==> config.mk <==
export PLATFORM = sky130hd
export DESIGN_NAME = vga_timing_gen
export DESIGN_NICKNAME = d
export VERILOG_FILES = /design/src/rtl/vga_timing_gen.sv
export SDC_FILE = /design/constraint.sdc
export NUM_CORES = 1
export LEC_CHECK = 0
export ABC_AREA = 1
export CORE_MARGIN = 2
export CORE_UTILIZATION = 45
export CTS_BUF_LIST = sky130_fd_sc_hd__clkbuf_4 sky130_fd_sc_hd__clkbuf_8
export CTS_CLUSTER_SIZE = 12
export DETAILED_ROUTE_END_ITERATION = 7
export PLACE_DENSITY = 0.68
export SLEW_MARGIN = 10
export SYNTH_ARGS = -nofsm -noshare
export SYNTH_HDL_FRONTEND = slang
export SYNTH_SLANG_ARGS = --single-unit
export TNS_END_PERCENT = 1
==> constraint.sdc <==
create_clock -name vga_clk -period 1.7 [get_ports vga_clk]
set_clock_uncertainty 0.05 [all_clocks]
set_input_delay 0.34 -clock vga_clk [delete_from_list [all_inputs] [get_ports vga_clk]]
set_output_delay 0.34 -clock vga_clk [all_outputs]
set_load 0.05 [all_outputs]
==> src/rtl/vga_timing_gen.sv <==
// VGA raster timing generator: free-running pixel/line counters with registered
// sync, display-enable, position and frame-start outputs (one cycle of latency).
module vga_timing_gen #(
    parameter int H_VISIBLE = 640,
    parameter int H_FP      = 16,
    parameter int H_SYNC    = 96,
    parameter int H_BP      = 48,
    parameter int V_VISIBLE = 480,
    parameter int V_FP      = 10,
    parameter int V_SYNC    = 2,
    parameter int V_BP      = 33
) (
    input  logic       vga_clk,
    input  logic       reset,
    output logic       hs,
    output logic       vs,
    output logic       blank,
    output logic [9:0] DrawX,
    output logic [9:0] DrawY,
    output logic       frame_start
);

    localparam int H_TOTAL = H_VISIBLE + H_FP + H_SYNC + H_BP;
    localparam int V_TOTAL = V_VISIBLE + V_FP + V_SYNC + V_BP;
    localparam int HW      = $clog2(H_TOTAL);
    localparam int VW      = $clog2(V_TOTAL);

    localparam logic [HW-1:0] H_LAST = HW'(H_TOTAL - 1);
    localparam logic [VW-1:0] V_LAST = VW'(V_TOTAL - 1);

    logic [HW-1:0] hc, hc_next;
    logic [VW-1:0] vc, vc_next;
    logic          h_wrap;
    logic          hs_d, vs_d, blank_d, frame_start_d;

    always_comb begin
        h_wrap  = (hc == H_LAST);
        hc_next = h_wrap ? '0 : hc + HW'(1);
        vc_next = vc;
        if (h_wrap) begin
            vc_next = (vc == V_LAST) ? '0 : vc + VW'(1);
        end
    end

    // Decode from the current counters; the registers below align every output
    // to the same (hc,vc), so nothing downstream sees a mixed-position cycle.
    always_comb begin
        blank_d       = (int'(hc) < H_VISIBLE) && (int'(vc) < V_VISIBLE);
        hs_d          = !((int'(hc) >= H_VISIBLE + H_FP) &&
                          (int'(hc) <  H_VISIBLE + H_FP + H_SYNC));
        vs_d          = !((int'(vc) >= V_VISIBLE + V_FP) &&
                          (int'(vc) <  V_VISIBLE + V_FP + V_SYNC));
        frame_start_d = (hc == '0) && (vc == '0);
    end

    // NOTE: outputs sit in the async reset branch too, so a mid-frame reset
    // forces idle sync levels immediately instead of at the next pixel edge.
    always_ff @(posedge vga_clk or posedge reset) begin
        if (reset) begin
            hc          <= '0;
            vc          <= '0;
            hs          <= 1'b1;
            vs          <= 1'b1;
            blank       <= 1'b0;
            DrawX       <= '0;
            DrawY       <= '0;
            frame_start <= 1'b0;
        end else begin
            hc          <= hc_next;
            vc          <= vc_next;
            hs          <= hs_d;
            vs          <= vs_d;
            blank       <= blank_d;
            DrawX       <= 10'(hc);
            DrawY       <= 10'(vc);
            frame_start <= frame_start_d;
        end
    end

endmodule

==> results of run 1 <==
area by class of cell:
| cell class | instances | share of cell area [%] |
|---|---|---|
| Sequential cell | 44 | 49.4 |
| Timing Repair Buffer | 30 | 11.9 |
| Clock buffer | 7 | 4.32 |
| Tap cell | 48 | 2.69 |
| Multi-Input combinational cell | 109 | 26.3 |
| Clock inverter | 1 | 1.35 |
| Inverter | 24 | 4.04 |
metal layers:
metal	up-vias	wire (um)
met5	-	0
met4	0	73
met3	7	187
met2	40	1450
met1	613	1490
li1	642	-
worst max-delay path, stage by stage (launching register included):
cell and delay, ps:
dfrtp_1 420, ha_2 230, nand2_2 70, nor2_4 140
nand4_1 240, nor2_1 210, xor2_1 160
state kept, by name (all words and copies together) (netlist names):
name / cells
hc: 10
hs: 1
vc: 10
frame_start: 1
blank: 1
DrawX: 10
vs: 1
DrawY: 10
where the power goes:
| part | leakage [nW] | internal, mW | switching [mW] |
|---|---|---|---|
| Sequential | 0.579 | 1.05 | 0 |
| Combinational | 0.445 | 0.00695 | 0.0194 |
| Clock | 0.0645 | 0.518 | 0.333 |
path summary, 6_finish.rpt:
path | from | to | slack (ps) | cells past startpoint
max | hc[1] | vc[5] | 110 | 6
min | reset | DrawX[6] | 350 | 3
max reg2reg | hc[1] | vc[5] | 110 | 6
min reg2reg | vc[8] | DrawY[8] | 370 | 0
max in group asynchronous | reset | vs | 990 | 3
min in group vga_clk | vc[8] | DrawY[8] | 370 | 0
timing repair:
item / CTS / global route
buffers inserted: 0 / 2
resized for setup: 0 / 1
setup endpoints to repair: 0 / 6
layout by cell type (no fill, tap or decap):
| cell type | n |
|---|---|
| dfrtp_1 | 42 |
| nand2_2 | 1 |
| o21ai_1 | 3 |
| buf_4 | 26 |
| clkdlybuf4s50_1 | 1 |
| o21ai_0 | 5 |
| nand3_2 | 1 |
| xor2_1 | 10 |
| a21oi_1 | 2 |
| dfstp_2 | 2 |
| nand3_1 | 13 |
| inv_1 | 24 |
| ha_1 | 3 |
| nor2_1 | 20 |
| o211ai_1 | 1 |
| nor3_1 | 5 |
| clkbuf_8 | 7 |
| nand2_1 | 31 |
| or2_2 | 2 |
| ha_2 | 1 |
| nor2_4 | 2 |
| buf_12 | 3 |
| bufinv_16 | 1 |
| nand4_1 | 7 |
| nor4_1 | 2 |
cell families (layout without fill, tap and decap cells):
kind of cell	count (synthesis)	count (layout)	synth area share (%)
and+or+nand+nor	84	84	21.7
xor gates and xnor gates	10	10	4.88
DFF	44	44	61.5
adders and majority gates	4	4	2.79
buffers and inverters	26	62	5.93
AOI/OAI and AO/OA	11	11	3.21
per-stage QoR:
| step | area (um2) | utilization (%) | setup slack [ps] | cells | hold WS, ps |
|---|---|---|---|---|---|
| after global placement | 2090 | 55.8 | 212 | 253 | 352 |
| after CTS | 2210 | 59.2 | 82.1 | 261 | 358 |
| after floorplan | 1790 | - | 247 | 179 | 303 |
| after detailed placement | 2090 | 55.8 | 104 | 253 | 354 |
| after global routing | 2230 | 59.6 | -14.9 | 263 | 401 |
| final | 2230 | 59.6 | 107 | 263 | 351 |
==> results.md, run 1 <==
* EDFF count, synth at 0
* Final setup fails at 0
* Nets@finish at 220
* Outcome: finished clean
* GRT busiest layer: met2
* Crit path max fanout at 5
* Die H at 67.1 um
* Total chip power at 1.92 mW
* CTS Hold Buffers Added at 0
* Clk slew on worst S/H paths at 80 ps
* HP Class: input pin to async pin
* Met1 GRT Util at 22.2%
* Top cells by area, synth: dfrtp_1 (59%), nand2_1 (6.5%), inv_1 (5.0%), xor2_1 (4.9%), nor2_1 (4.2%)
* ANT cells at 0
* Sequential area share after synthesis at 61.5%
* PD cells at 862 nW/um2
* Peak supply drop at 545 uV
* Most common cell in the netlist: dfrtp_1
* Slew HR at 79.6%
* Sequential Area at 1100 um2
* Distinct cells, synth at 21
* GR met2 Demand/Resource at 26.5%
* GRT overflow at 0
* Largest net degree at the start of global routing at 45
* #FFs+latches synth at 44
* Syn. warnings at 0
* Worst-Margin Slew at 303 ps
* Post-Syn Area per Cell at 10.0 um2
* Clock buffer depth at 2
* Initial antenna violation count at 0
* Startpoint types: register
* Arrival time at the worst endpoint at 1760 ps
* CTS buffer count at 5
* Post-synth top cells: dfrtp_1 (42), nand2_1 (31), inv_1 (24)
* Via count of the first global-routing pass at 1262
* DIE AREA at 4510 um2
* Largest area contributor in the netlist: dfrtp_1
* Core area at 3740 um2
* GP Congestion at 0.836
* Met3 Resource Use GR at 5.17%
* Pins over their slew limit at 0
* Tot GR Track Use at 17.3%
* Final Hold Vio Count at 0
* Most common flop cell mapped by yosys: dfrtp_1
* Rows at 22
* Routed vias at 1302
* DRC at 0
* RSZ-0062 raised after global routing: yes
* Multi-input gate area at 587 um2
* WP data required at 1870 ps
* Critical path type: register to register
* Port Buffer Count at 25
* Number of fill cells in the layout at 318
* First-pass GRT wire length at 5.70 mm
* Syn_nets at 185
* Clock sink total at 44
* Initial core utilization at 47.9%
* Critical Path Sink Type: register
* Area grow syn2layout at 24.4%
* WL final at 3.21 mm
* Synth top area share at 58.6%
* Clk root buf: clkbuf_8
* Initial drt markers at 84
* Tmin final at 1590 ps
* Crit share post-route at 93.7%
* Detailed placement HPWL at 2.25 mm
* IO Count at 26
* Post-route ant nets at 0
* Synth async-reset ratio at 100%
* Htree depth at 2
* Layout cell share with drive strength beyond 1 at 21.4%
* Fmax at 0.628 GHz
* WL/cell at 12.2 um
* Die W at 67.1 um
* Mapped Area at 1790 um2
* Max_cap viols at 0
* Leak Pwr at 1.09 nW
* Post-DR vias/cell at 4.95
* Setup TNS Final at 0 ps
* 1st-pass router iterations at 4
* Later-pin clock latency in the skew report at 290 ps
* TritonCTS clock tree: yes
* Synthesized instance count at 179
Power figures use the tool's default switching activity.
==> inputs of run 2 (changes only) <==
--- a/config.mk
+++ b/config.mk
@@ -8,7 +8,7 @@
 export ABC_AREA = 1
 export CORE_MARGIN = 2
 export CORE_UTILIZATION = 45
-export CTS_BUF_LIST = sky130_fd_sc_hd__clkbuf_4 sky130_fd_sc_hd__clkbuf_8
+export CTS_BUF_LIST = sky130_fd_sc_hd__clkbuf_8
 export CTS_CLUSTER_SIZE = 12
 export DETAILED_ROUTE_END_ITERATION = 7
 export PLACE_DENSITY = 0.68
==> results of run 2 <==
Same layout as run 1: the final DEF is identical, and so are final timing and power.
